File: src/rtl/dmem_arbiter.sv
// dmem_arbiter: shares one data-memory port between the CPU and a debug port.
// CPU wins by default; a starvation counter forces a debug slot after STARVE_LIM lost cycles.
module dmem_arbiter #(
    parameter int AW         = 18,
    parameter int DW         = 32,
    parameter int STARVE_LIM = 4
) (
    input  logic          clk,
    input  logic          rst,
    input  logic          cpu_req,
    input  logic          cpu_we,
    input  logic [AW-1:0] cpu_addr,
    input  logic [DW-1:0] cpu_wdata,
    output logic          cpu_stall,
    output logic          cpu_rvalid,
    output logic [DW-1:0] cpu_rdata,
    input  logic          dbg_req,
    input  logic          dbg_we,
    input  logic [AW-1:0] dbg_addr,
    input  logic [DW-1:0] dbg_wdata,
    output logic          dbg_gnt,
    output logic          dbg_rvalid,
    output logic [DW-1:0] dbg_rdata,
    output logic          mem_en,
    output logic          mem_we,
    output logic [AW-1:0] mem_addr,
    output logic [DW-1:0] mem_wdata,
    input  logic [DW-1:0] mem_rdata
);
    localparam logic [3:0] LIM = 4'(STARVE_LIM);
    logic [3:0]    starve_cnt;
    logic          gnt_cpu, gnt_dbg, rd_own_cpu, rd_own_dbg;
    logic [DW-1:0] cpu_hold, dbg_hold;
    always_comb begin
        gnt_dbg   = !rst & dbg_req & (!cpu_req | starve_cnt == LIM);
        gnt_cpu   = !rst & cpu_req & !gnt_dbg;
        cpu_stall = cpu_req & !gnt_cpu;
        dbg_gnt   = gnt_dbg;
        mem_en    = gnt_cpu | gnt_dbg;
        mem_we    = gnt_cpu ? cpu_we    : gnt_dbg & dbg_we;
        mem_addr  = gnt_cpu ? cpu_addr  : gnt_dbg ? dbg_addr  : '0;
        mem_wdata = gnt_cpu ? cpu_wdata : gnt_dbg ? dbg_wdata : '0;
        // Read data is live on the rvalid cycle and held in a register afterwards.
        cpu_rvalid = rd_own_cpu;
        dbg_rvalid = rd_own_dbg;
        cpu_rdata  = rd_own_cpu ? mem_rdata : cpu_hold;
        dbg_rdata  = rd_own_dbg ? mem_rdata : dbg_hold;
    end
    always_ff @(posedge clk or posedge rst) begin
        if (rst) begin
            starve_cnt <= '0;
            rd_own_cpu <= 1'b0;
            rd_own_dbg <= 1'b0;
            cpu_hold   <= '0;
            dbg_hold   <= '0;
        end else begin
            starve_cnt <= (!dbg_req || gnt_dbg) ? 4'd0 : (starve_cnt == LIM) ? LIM : starve_cnt + 4'd1;
            rd_own_cpu <= gnt_cpu & !cpu_we;
            rd_own_dbg <= gnt_dbg & !dbg_we;
            if (rd_own_cpu) cpu_hold <= mem_rdata;
            if (rd_own_dbg) dbg_hold <= mem_rdata;
        end
    end
endmodule
File: config.mk
export PLATFORM = sky130hd
export DESIGN_NAME = dmem_arbiter
export DESIGN_NICKNAME = d
export VERILOG_FILES = /design/src/rtl/dmem_arbiter.sv
export SDC_FILE = /design/constraint.sdc
export NUM_CORES = 1
export LEC_CHECK = 0
export ABC_AREA = 1
export BUFFER_PORTS_ARGS = -buffer_cell sky130_fd_sc_hd__buf_2
export CAP_MARGIN = 25
export CELL_PAD_IN_SITES_DETAIL_PLACEMENT = 0
export CELL_PAD_IN_SITES_GLOBAL_PLACEMENT = 1
export CORE_MARGIN = 3
export CORE_UTILIZATION = 28
export DETAILED_ROUTE_END_ITERATION = 16
export GPL_ROUTABILITY_DRIVEN = 0
export PLACE_DENSITY_LB_ADDON = 0.1
export SLEW_MARGIN = 20
export SYNTH_ARGS = -nofsm -noshare
export SYNTH_HDL_FRONTEND = slang
export SYNTH_SLANG_ARGS = --single-unit
File: constraint.sdc
create_clock -name clk -period 2.8 [get_ports clk]
set_input_delay 0.42 -clock clk [delete_from_list [all_inputs] [get_ports clk]]
set_output_delay 0.42 -clock clk [all_outputs]
set_load 0.02 [all_outputs]
### Yosys cells after proc, flatten, opt, wreduce, memory -nomap -nowiden

Index checks and enable logic that the tools add are counted.

| operators by class | value |
|---|---|
| add/subtract/negate cells | 1 |
| equality and inequality tests | 1 |
| mux-type cells | 9 |
| bitwise logic cells | 10 |
| reduce and logical (&&, ||, !) cells | 8 |

Operators with widths:

| operator | count |
|---|---|
| $mux 32 | 4 |
| $mux 18 | 2 |
| $and 1x1->1 | 8 |
| $mux 4 | 2 |
| $logic_not 1->1 | 7 |
| $add 4x1->4 const B | 1 |
| $eq 4x3->1 const B | 1 |
| $or 1x1->1 | 2 |
| $logic_or 1x1->1 | 1 |
| $mux 1 | 1 |

| word-level totals | value |
|---|---|
| register bits | 70 |
| input bits | 138 |
| output and inout port bits | 120 |
| logic and storage cells | 34 |

### Depth between registers and ports, before layout

Gate-level depths: netlist of run 1.

| logic depth | value |
|---|---|
| word-level depth | 7 |
| gate-level depth with buffers | 9 |
| gate-level depth less buffers | 7 |

### Worst setup path after synthesis of run 1

OpenSTA, ideal clock, no wires.

| timing path | value |
|---|---|
| path kind | in2out |
| from | input rst |
| to | output cpu_stall |
| arrival | 2,374 ps |
| data required time | 2,380 ps |
| path slack | 6 ps |
| stages | 2 |
| buffers on the path | 0 |
| cell sequence | inv_1 -> a21oi_1 |

| on the way | value |
|---|---|
| cells in the longest elaborated chain, start to end | 7 |
| elaborated cells on any way between the ends | 8 |
| classes of those cells | 5 x bitwise; 3 x reduce/logical |

Ends and longest elaborated chain:

| item | RTL line | text |
|---|---|---|
| from (decl) | 9 | `input logic rst,` |
| $logic_not 1->1 (no source line) (*) | n/a |  |
| $and 1x1->1 (2 in series) | 35 | `gnt_dbg = !rst & dbg_req & (!cpu_req \| starve_cnt == LIM);` |
| $logic_not 1->1 | 36 | `gnt_cpu = !rst & cpu_req & !gnt_dbg;` |
| $and 1x1->1 (*) | 36 |  |
| $logic_not 1->1 (*) | 37 | `cpu_stall = cpu_req & !gnt_cpu;` |
| $and 1x1->1 (*) | 37 |  |
| to (decl) | 14 | `output logic cpu_stall,` |

Mark *: on every way between the ends. The rest lies on a longest branch, timed or not.

### Worst setup path after layout of run 1

| timing path | value |
|---|---|
| from | register starve_cnt[0] |
| to | output mem_wdata[6] |

| on the way | value |
|---|---|
| cells in the longest elaborated chain, start to end | 6 |
| elaborated cells on any way between the ends | 7 |
| classes of those cells | 1 x eq/ne; 2 x mux; 3 x bitwise; 1 x reduce/logical |

Ends and longest elaborated chain:

| item | RTL line | text |
|---|---|---|
| from (decl) | 31 | `logic [3:0] starve_cnt;` |
| from (signal assigned) | 57 | `starve_cnt <= (!dbg_req \|\| gnt_dbg) ? 4'd0 : (starve_cnt == LIM) ? LIM : starve_cnt + 4'd1;` |
| $eq 4x3->1 (*) | 35 |  |
| $or 1x1->1 (*) | 35 |  |
| $and 1x1->1 (*) | 35 |  |
| $logic_not 1->1 | 36 |  |
| $and 1x1->1 | 36 |  |
| $mux 32 (*) | 42 | `mem_wdata = gnt_cpu ? cpu_wdata : gnt_dbg ? dbg_wdata : '0;` |
| to (decl) | 27 | `output logic [DW-1:0] mem_wdata,` |

Marked as above.

==> results of run 1 <==
==> cells by family after synthesis <==
group                      synth area share
AOI/OAI and AO/OA                   0.00642
xor gates and xnor gates            0.00250
adders and majority gates           0.00714
buffers and inverters                0.0567
DFF                                   0.500
muxes                                 0.206
and+or+nand+nor                       0.222
==> layout make-up <==
type | count | share of cell area
Antenna cell | 1 | 0.000480
Clock buffer | 13 | 0.0518
Clock inverter | 1 | 0.000959
Inverter | 8 | 0.00575
Multi-Input combinational cell | 240 | 0.299
Sequential cell | 70 | 0.336
Tap cell | 168 | 0.0403
Timing Repair Buffer | 267 | 0.266
==> power breakdown <==
| group | switching (mW) | leakage (nW) | internal, mW | total, mW |
|---|---|---|---|---|
| sequential | 0.0460 | 0.844 | 1.22 | 1.27 |
| clock | 0.371 | 0.138 | 0.660 | 1.03 |
| combinational | 0.692 | 1.91 | 0.407 | 1.10 |
==> final timing paths <==
path                                from           end  depth (start not counted)
max                        starve_cnt[0]  mem_wdata[6]                          9
min                               dbg_we    dbg_rvalid                          2
max reg2reg                starve_cnt[0]    cpu_rvalid                          8
min reg2reg                 dbg_hold[17]  dbg_hold[17]                          1
max in group asynchronous            rst  cpu_hold[17]                          3
min in group asynchronous            rst  dbg_hold[31]                          3
==> flip-flops by register name (all words and copies together) (netlist names) <==
name / flops
cpu_rvalid: 1
dbg_hold: 32
dbg_rvalid: 1
starve_cnt: 4
cpu_hold: 32
==> critical path: stages (launching register included) <==
cell and delay, ps:
dfrtp_1 390, inv_1 60, ha_1 210, nand3_1 120
nand2_2 80, nand2_2 80, buf_12 230, nand3_1 100
nand2_1 110, buf_2 170
==> layout by cell type (no fill, tap or decap), drive strengths merged <==
master  count
buf       267
ha          2
nor2        8
o21ai       1
dfrtp      70
clkbuf     13
inv         8
clkinv      1
diode       1
o211ai      1
mux2       64
nand2      56
nand3     105
xor2        1
a21oi       2
==> metrics by stage <==
stage / worst slack, ps / utilization / std cells / power, mW / hold WS [ps]
2_1_floorplan: 5.96 / - / 347 / 1.95 / 452
3_3_place_gp: 793 / 0.408 / 753 / 2.38 / 460
3_5_place_dp: 761 / 0.408 / 753 / 2.40 / 465
4_1_cts: 428 / 0.431 / 767 / 3.45 / 254
5_1_grt: 330 / 0.431 / 768 / 3.59 / 277
6_report: 466 / 0.431 / 768 / 3.39 / 274
==> synth_stat cells (2+ instances only) <==
library cell	n	area, µm²
nor2_1	6	22.5
nand2_1	55	206
ha_1	2	25.0
inv_1	4	15.0
nand3_1	105	526
a21oi_1	2	10.0
mux2_2	13	146
buf_2	15	75.1
clkbuf_1	8	30.0
dfrtp_1	70	1750
buf_6	4	45.0
inv_2	4	15.0
mux2_1	51	574
==> metal layers <==
metal  GRT usage  vias up  share of wire
li1            -     1691              -
met1       0.176     1651           0.36
met2       0.313      144           0.53
met3      0.0500       17          0.080
met4      0.0703        0          0.025
met5           0        -              0
==> metrics.csv, run 1 <==
metric,value,unit
Post-synth EDFFs,0,
crit start category,flip-flop,
register area,0.00175,mm²
Synth cell types,21,
Tightest Hold Check Type,in -> reg,
remaining global-route overflow,0,
Worst Setup End Kind,output pin,
Post-DRT Antenna Nets,0,
# Post-CTS Setup Buffers,0,
number of vias per cell,4.56,
Synth Warn #,0,
Post-Syn Area,0.00351,mm²
WL final,11.6,mm
post-CTS sizing,0,
CTS Root Cell,clkbuf_16,
Multi-input gate area,0.00156,mm²
final net count,736,
asr flop ratio synth,1.00,
RSZ-0062 raised after global routing,false,
CTS Hold Bufs,0,
VDD IR-drop max,229,µV
Mapped Avg Cell Area,10.1,µm²
Syn Inst Count,347,
Slew headroom,0.420,
worst-margin pin slew,870,ps
drt wl/cell,15.2,µm
FMAX,428,MHz
placed cell area,0.00494,mm²
Max-Cap Viols,0,
sequential element share of the synthesized area,0.500,
initial drt markers,138,
worst-path fanout max,56,
I/O pin count,258,
Final Cycle Share,0.834,
Post-route DRC,0,
total CTS buffers,9,
port bufs,257,
layout cell share with drive strength beyond 1,0.504,
clk_lat worst skew,320,ps
clock transition at the registers of the reported paths,50,ps
CTS tree,yes,
Synth Flop Type,dfrtp_1,
Syn Nets,487,
setup_tns,0,ps
Bufs on Longest Clock Path,2,
final hold vios,0,
Critical Path AT,1910,ps
post-synthesis register bit count,70,
clk_skew,5.38,ps
"Design Area, Final",0.00522,mm²
pwr dens,650,mW/mm²
Slew Limit Fails,0,
GR Util All Layers,0.169,
status,finished clean,
Setup CP Type,reg -> out,
vias in the first global route,3748,
first-pass iteration count of the detailed router,4,
Leakage,2.89,nW
fill cell count,1290,
"Req. time, crit path",2380,ps
via count,3503,
FF-to-FF setup slack,1340,ps
Starting Density,0.289,
clk sinks,70,
global-route wire length before repair,18.9,mm
H-tree levels,3,
Die Area,0.0139,mm²
area grow syn2layout,48.9,%
DP Wirelength,8.91,mm
Finish-stage setup viols,0,
initial antenna violation count,1,
die width,118,µm
core area,0.0121,mm²
FP Rows,40,
largest net degree at the start of global routing,71,
minimum clock period after layout,2330,ps
die height,118,µm
Power figures use the tool's default switching activity.
==> run 2, diff against run 1 <==
--- a/config.mk
+++ b/config.mk
@@ -5,13 +5,13 @@
 export SDC_FILE = /design/constraint.sdc
 export NUM_CORES = 1
 export LEC_CHECK = 0
-export ABC_AREA = 1
+export ABC_AREA = 0
 export BUFFER_PORTS_ARGS = -buffer_cell sky130_fd_sc_hd__buf_2
 export CAP_MARGIN = 25
 export CELL_PAD_IN_SITES_DETAIL_PLACEMENT = 0
 export CELL_PAD_IN_SITES_GLOBAL_PLACEMENT = 1
 export CORE_MARGIN = 3
-export CORE_UTILIZATION = 28
+export CORE_UTILIZATION = 26
 export DETAILED_ROUTE_END_ITERATION = 16
 export GPL_ROUTABILITY_DRIVEN = 0
 export PLACE_DENSITY_LB_ADDON = 0.1
==> constraint.sdc (replaced) <==
create_clock -name clk -period 1.9 [get_ports clk]
set_input_delay 0.285 -clock clk [delete_from_list [all_inputs] [get_ports clk]]
set_output_delay 0.285 -clock clk [all_outputs]
set_load 0.02 [all_outputs]
==> run 2 against run 1 <==
  * The flow now finishes with violations (negative setup slack)
  * Worst hold slack lost 140 ps
  * Area after synthesis decreased by 8.2%
  * Non-clock buffer count up 9
  * Critical path depth stayed put
  * Via count fell by 13%
  * Cell count fell by 13%
  * Die area is 1.0% lower
  * Clock power up 76%
  * Sequential share of layout area decreased by 3.6 points
  * First-iteration DRC count fell by 24%
  * Wire length increased by 2.4%
  * Clock-buffer cell count shrank 2
  * Critical path type unchanged
==> metrics.csv, run 2 <==
metric,value,unit,change
Final Cycle Share,1.19,,
remaining global-route overflow,0,,unchanged
"commonest non-fill, non-tap cells in the layout","217 x buf_2, 70 x dfrtp_1, 54 x mux2_2",,"was 257 x buf_2, 105 x nand3_1, 70 x dfrtp_1"
synth cell count leaders,"70 x dfrtp_1, 54 x mux2_2, 47 x a22o_1, 10 x mux2_1, 8 x buf_2",,"was 105 x nand3_1, 70 x dfrtp_1, 55 x nand2_1, 51 x mux2_1, 15 x buf_2"
Antenna diodes,0,,was 1
core area,0.0121,mm²,about the same
setup_tns,-16360,ps,was 0 ps
layout cell share with drive strength beyond 1,0.789,,was 0.504
hold slack,134,ps,was 274 ps
port bufs,257,,unchanged
minimum clock period after layout,2260,ps,
crit path from,starve_cnt[1],,was starve_cnt[0]
Slew Limit Fails,0,,unchanged
worst-path cell chain,"inv_2, ha_4, nand3b_4, a211oi_4, buf_6, buf_12, buf_16, a22o_4, buf_6",,"was inv_1, ha_1, nand3_1, nand2_2, nand2_2, buf_12, nand3_1, nand2_1, buf_2"
"Buf+Inv Stages, Crit Path",5,,was 3
die width,117,µm,was 118 µm
RSZ-0062 raised after global routing,true,,was false
worst-path fanout max,6,,was 56
Finish-stage setup viols,53,,was 0
worst-margin pin slew,889,ps,was 870 ps
"Design Area, Final",0.00584,mm²,was 0.00522 mm²
Yosys top cell area share,0.544,,was 0.500
final cell count without fillers,671,,was 768
Max-Cap Viols,0,,unchanged
CTS Root Cell,clkbuf_16,,unchanged
Tightest Hold Check Type,in -> reg,,unchanged
Post-route DRC,0,,unchanged
Hold Path Origin,cpu_we,,was dbg_we
"commonest non-fill, non-tap cell in the layout",buf_2,,unchanged
biggest regs,"cpu_hold (32), dbg_hold (32), starve_cnt (4)",,unchanged
Slew headroom,0.407,,was 0.420
Bufs on Longest Clock Path,2,,unchanged
Post-synth EDFFs,0,,unchanged
number of vias per cell,4.52,,was 4.56
first-pass iteration count of the detailed router,4,,unchanged
clk_lat worst skew,320,ps,about the same
area grow syn2layout,81.5,%,was 48.9%
largest net degree at the start of global routing,71,,unchanged
sequential element share of the synthesized area,0.544,,was 0.500
Synth cell types,22,,was 21
WL final,11.9,mm,was 11.6 mm
I/O pin count,258,,unchanged
total power draw,5.45,mW,was 3.39 mW
fill cell count,1144,,was 1290
final net count,638,,was 736
Die Area,0.0138,mm²,was 0.0139 mm²
clk sinks,70,,unchanged
crit start category,flip-flop,,unchanged
Crit path top cell by count,buf_6,,
largest area contributor in the netlist,dfrtp_1,,unchanged
pwr dens,932,mW/mm²,was 650 mW/mm²
status,finished with violations,,was finished clean
Syn Nets,370,,was 487
die height,117,µm,was 118 µm
failing checks,negative setup slack,,
final hold vios,0,,unchanged
global-route wire length before repair,17.0,mm,was 18.9 mm
clock transition at the registers of the reported paths,50,ps,about the same
most frequent cell after synthesis,dfrtp_1,,was nand3_1
total CTS buffers,9,,unchanged
FP Rows,40,,unchanged
"Req. time, crit path",1620,ps,was 2380 ps
VDD IR-drop max,394,µV,was 229 µV
"slowest stage delay, CP",390,ps,about the same
Leakage,3.01,nW,was 2.89 nW
GR Util All Layers,0.167,,was 0.169
sequential share of power,0.340,,was 0.373
vias in the first global route,3119,,was 3748
post-place setup slack,-113,ps,was 761 ps
initial antenna violation count,0,,was 1
asr flop ratio synth,1.00,,unchanged
Starting Density,0.267,,was 0.289
CTS tree,yes,,unchanged
final worst slack,-356,ps,was 466 ps
Setup CP Type,reg -> out,,unchanged
clk_skew,2.07,ps,was 5.38 ps
Critical Path AT,1970,ps,was 1910 ps
Post-DRT Antenna Nets,0,,unchanged
Synth Flop Type,dfrtp_1,,unchanged
Post-Syn Area,0.00322,mm²,was 0.00351 mm²
Comb power frac,0.327,,was 0.324
initial drt markers,105,,was 138
clock network fraction of total power,0.333,,was 0.304
placed cell area,0.00510,mm²,was 0.00494 mm²
DP Wirelength,9.31,mm,was 8.91 mm
sw frac,0.305,,was 0.327
H-tree levels,3,,unchanged
R2R Path Start,starve_cnt[1],,was starve_cnt[0]
dpl cells,647,,was 753
Synth Warn #,0,,unchanged
via count,3033,,was 3503
FMAX,443,MHz,
Synth area leaders,"dfrtp_1 54%, mux2_2 19%, a22o_1 13%",,"was dfrtp_1 50%, mux2_1 16%, nand3_1 15%"
Syn Inst Count,230,,was 347
Mapped Avg Cell Area,14.0,µm²,was 10.1 µm²
drt wl/cell,17.8,µm,was 15.2 µm
post-synthesis register bit count,70,,unchanged
Worst path slowest cell,dfrtp_1,,unchanged
top cell family by delay on the critical path,buffers and inverters,,was simple AND/OR/NAND/NOR gates
Net Sw Power,1.66,mW,was 1.11 mW
Worst Setup End Kind,output pin,,unchanged
P_int,3.79,mW,was 2.29 mW
Util after Layout,0.484,,was 0.431
run 2: changes by cell type after synthesis, moves of 7 or more:
cell,delta
mux2_2,+41
nand2_1,-53
mux2_1,-41
a22o_1,+47
buf_2,-7
nand3_1,-104
run 2: worst paths after layout:
path | cells past startpoint | to | slack (ps)
setup / recovery | 9 | mem_wdata[26] | -360
hold / removal | 2 | cpu_rvalid | 130
setup reg to reg | 9 | dbg_rvalid | 230
hold reg to reg | 1 | dbg_hold[10] | 480
max in group asynchronous | 3 | cpu_hold[28] | 1000
min in group asynchronous | 3 | dbg_rvalid | 290
run 2: final cells by class:
type	count	area, µm²	share of cell area
clock buffers	11	253	0.0433
clock inverters	5	81.3	0.0139
inverters	5	22.5	0.00385
multi-input cells	136	1710	0.292
flip-flops and latches	70	1750	0.300
well taps	168	210	0.0360
repair buffers	276	1820	0.311
run 2: worst reg2reg max path: stages, from the launching register on:
cell and delay [ps]:
dfrtp_1 390, inv_2 70, ha_4 140, nand3b_4 100, a211oi_4 280, buf_6 200
buf_12 120, buf_16 110, buf_4 100, and2b_1 100
run 2: power by group through the flow:
| stage | Sequential [mW] | Combinational (mW) | Clock (mW) |
|---|---|---|---|
| after floorplan | 1.86 | 1.07 | 0 |
| after global placement | 1.87 | 1.69 | 0 |
| after detailed placement | 1.88 | 1.70 | 0 |
| after CTS | 1.86 | 1.76 | 1.88 |
| after global routing | 1.88 | 1.92 | 1.95 |
| final | 1.85 | 1.78 | 1.81 |
run 2: logic make-up (layout without fill, tap and decap cells):
group                      after synthesis  after routing  synth area share
AOI/OAI and AO/OA                       55             55             0.154
xor gates and xnor gates                 1              1           0.00272
adders and majority gates                2              2           0.00777
buffers and inverters                   24            297            0.0428
DFF                                     70             70             0.544
muxes                                   64             64             0.224
and+or+nand+nor                         14             14            0.0253
run 2: repair_timing:
action	CTS	global route
setup endpoints to repair	53	53
hold buffers	0	0
gates cloned	3	1
resized for setup	38	58
pin swaps	2	24
buffers inserted	4	1
run 2: per-layer routing:
layer  wire (µm)  global-route usage  part of all wire
met5           0                   0                 0
met3        1070              0.0751             0.089
met4         282              0.0543             0.024
met1        4090               0.178              0.34
met2        6490               0.293              0.54
==> run 3, diff against run 2 <==
==> constraint.sdc (replaced) <==
create_clock -name clk -period 1.9 [get_ports clk]
set_input_delay 0.19 -clock clk [delete_from_list [all_inputs] [get_ports clk]]
set_output_delay 0.19 -clock clk [all_outputs]
set_load 0.02 [all_outputs]
==> run 3 against run 2 <==
  * The run still ends with negative setup slack left
  * Die area unchanged
  * Cell count up 0.89%
  * Clock skew grew 1.6 ps
  * Critical path type unchanged
  * Largest cell class unchanged
==> metrics.csv, run 3 (same netlist as run 2, synthesis figures left out) <==
metric,value,unit,change
DP Wirelength,9.21,mm,was 9.31 mm
global-route wire length before repair,17.5,mm,was 17.0 mm
VDD IR-drop max,385,µV,was 394 µV
register area,0.00175,mm²,unchanged
largest net degree at the start of global routing,71,,unchanged
final net count,644,,was 638
sequential share of power,0.344,,was 0.340
crit start category,flip-flop,,unchanged
sw frac,0.311,,was 0.305
minimum clock period after layout,2140,ps,was 2260 ps
GR Util All Layers,0.172,,was 0.167
clk sinks,70,,unchanged
final worst slack,-241,ps,was -356 ps
Max-Cap Viols,0,,unchanged
Final Cycle Share,1.13,,was 1.19
core area,0.0121,mm²,unchanged
FP Rows,40,,unchanged
"commonest non-fill, non-tap cell in the layout",buf_2,,unchanged
die width,117,µm,unchanged
met3 usage,0.0792,,was 0.0751
clock network fraction of total power,0.311,,was 0.333
Worst Setup End Kind,output pin,,unchanged
Slew headroom,0.418,,was 0.407
Leakage,3.07,nW,was 3.01 nW
Post-DRT Antenna Nets,0,,unchanged
"Req. time, crit path",1710,ps,was 1620 ps
worst-path fanout max,6,,unchanged
Post-route DRC,0,,unchanged
Starting Density,0.267,,unchanged
FMAX,467,MHz,was 443 MHz
Tightest Hold Check Type,in -> reg,,unchanged
Comb power frac,0.345,,was 0.327
clock transition at the registers of the reported paths,50,ps,about the same
worst-margin pin slew,873,ps,was 889 ps
fill cell count,1121,,was 1144
I/O pin count,258,,unchanged
number of vias per cell,4.49,,was 4.52
total power draw,5.37,mW,was 5.45 mW
layout cell share with drive strength beyond 1,0.788,,was 0.789
dpl cells,646,,was 647
RSZ-0062 raised after global routing,true,,unchanged
status,finished with violations,,unchanged
Critical Path AT,1950,ps,was 1970 ps
final cell count without fillers,677,,was 671
biggest regs,"cpu_hold (32), dbg_hold (32), starve_cnt (4)",,unchanged
vias in the first global route,3095,,was 3119
"commonest non-fill, non-tap cells in the layout","204 x buf_2, 70 x dfrtp_1, 54 x mux2_2",,"was 217 x buf_2, 70 x dfrtp_1, 54 x mux2_2"
H-tree levels,3,,unchanged
final hold vios,0,,unchanged
GR Util met2,0.308,,was 0.293
clk_skew,3.70,ps,was 2.07 ps
die height,117,µm,unchanged
Multi-input gate area,0.00172,mm²,was 0.00171 mm²
Bufs on Longest Clock Path,2,,unchanged
remaining global-route overflow,0,,unchanged
CTS tree,yes,,unchanged
total CTS buffers,9,,unchanged
busiest grt layer,met2,,unchanged
P_int,3.70,mW,was 3.79 mW
Die Area,0.0138,mm²,unchanged
clk_lat worst skew,320,ps,about the same
initial antenna violation count,0,,unchanged
Antenna diodes,0,,unchanged
drt wl/cell,18.7,µm,was 17.8 µm
via count,3041,,was 3033
failing checks,negative setup slack,,unchanged
WL final,12.7,mm,was 11.9 mm
Setup CP Type,reg -> out,,unchanged
pwr dens,891,mW/mm²,was 932 mW/mm²
CTS Root Cell,clkbuf_16,,unchanged
port bufs,257,,unchanged
Slew Limit Fails,0,,unchanged
Net Sw Power,1.67,mW,was 1.66 mW
met1 usage,0.184,,was 0.178
area grow syn2layout,87.3,%,was 81.5%
first-pass iteration count of the detailed router,4,,unchanged
initial drt markers,84,,was 105
Finish-stage setup viols,53,,unchanged
-- run 3: changes by cell type in the layout (fill, tap and decap cells not counted), sizes merged --
| cell | delta |
|---|---|
| clkinv | -1 |
| bufinv | -1 |
| buf | +4 |
| clkbuf | +4 |
-- run 3: path summary, 6_finish.rpt --
path	cells past startpoint	to	slack (ps)	startpoint
worst max-delay path	8	mem_addr[4]	-240	starve_cnt[1]
worst max register to register	8	dbg_rvalid	260	starve_cnt[1]
worst min register to register	1	dbg_hold[10]	480	dbg_hold[10]
min in group asynchronous	3	dbg_rvalid	240	rst
max in group asynchronous	3	cpu_hold[16]	1100	rst
worst min-delay path	2	cpu_rvalid	70	cpu_we
-- run 3: layout make-up --
type | instances | area share
clock inverters | 3 | 0.00705
clock buffers | 13 | 0.0432
multi-input cells | 136 | 0.284
flip-flops and latches | 70 | 0.290
inverters | 5 | 0.00373
well taps | 168 | 0.0349
repair buffers | 282 | 0.336
-- run 3: critical path, cell delays in order (launching register included) --
cell,delay (ps)
dfrtp_1,390
inv_2,70
ha_4,140
nand3b_4,100
a211oi_4,290
buf_6,210
clkbuf_16,170
a22o_4,130
buf_6,120
-- run 3: what timing repair did --
| item | 4_1_cts | 5_1_grt |
|---|---|---|
| pin swaps | 1 | 40 |
| gates cloned | 5 | 3 |
| endpoints found under the hold margin | 0 | 0 |
| endpoints found under the setup margin | 53 | 53 |
| hold buffers | 0 | 0 |
| gates resized for setup | 87 | 34 |
| setup buffers | 3 | 4 |
-- run 3: through the flow --
step | hold slack (ps) | setup TNS (ps) | utilization | worst slack, ps | cell area [µm²]
2_1_floorplan | 256 | -16990 | - | -343 | 3590
3_3_place_gp | 383 | -11.3 | 0.422 | -10.3 | 5090
3_5_place_dp | 388 | -287 | 0.422 | -33.9 | 5090
4_1_cts | 36.9 | -11710 | 0.482 | -259 | 5810
5_1_grt | 62.8 | -16150 | 0.500 | -343 | 6030
6_report | 66.9 | -11080 | 0.500 | -241 | 6030
-- run 3: routing by layer --
| layer | vias up | wire length [µm] |
|---|---|---|
| met5 | - | 0 |
| met4 | 0 | 212 |
| met3 | 14 | 1220 |
| met2 | 145 | 6910 |
| met1 | 1471 | 4330 |
| li1 | 1411 | - |
-- run 3: power groups by stage --
stage               registers (mW)  logic, mW  clock network [mW]
floorplan                     1.86       1.07                   0
global placement              1.87       1.69                   0
detailed placement            1.88       1.70                   0
CTS                           1.86       1.83                1.72
global route                  1.88       1.98                1.81
finish                        1.85       1.85                1.67
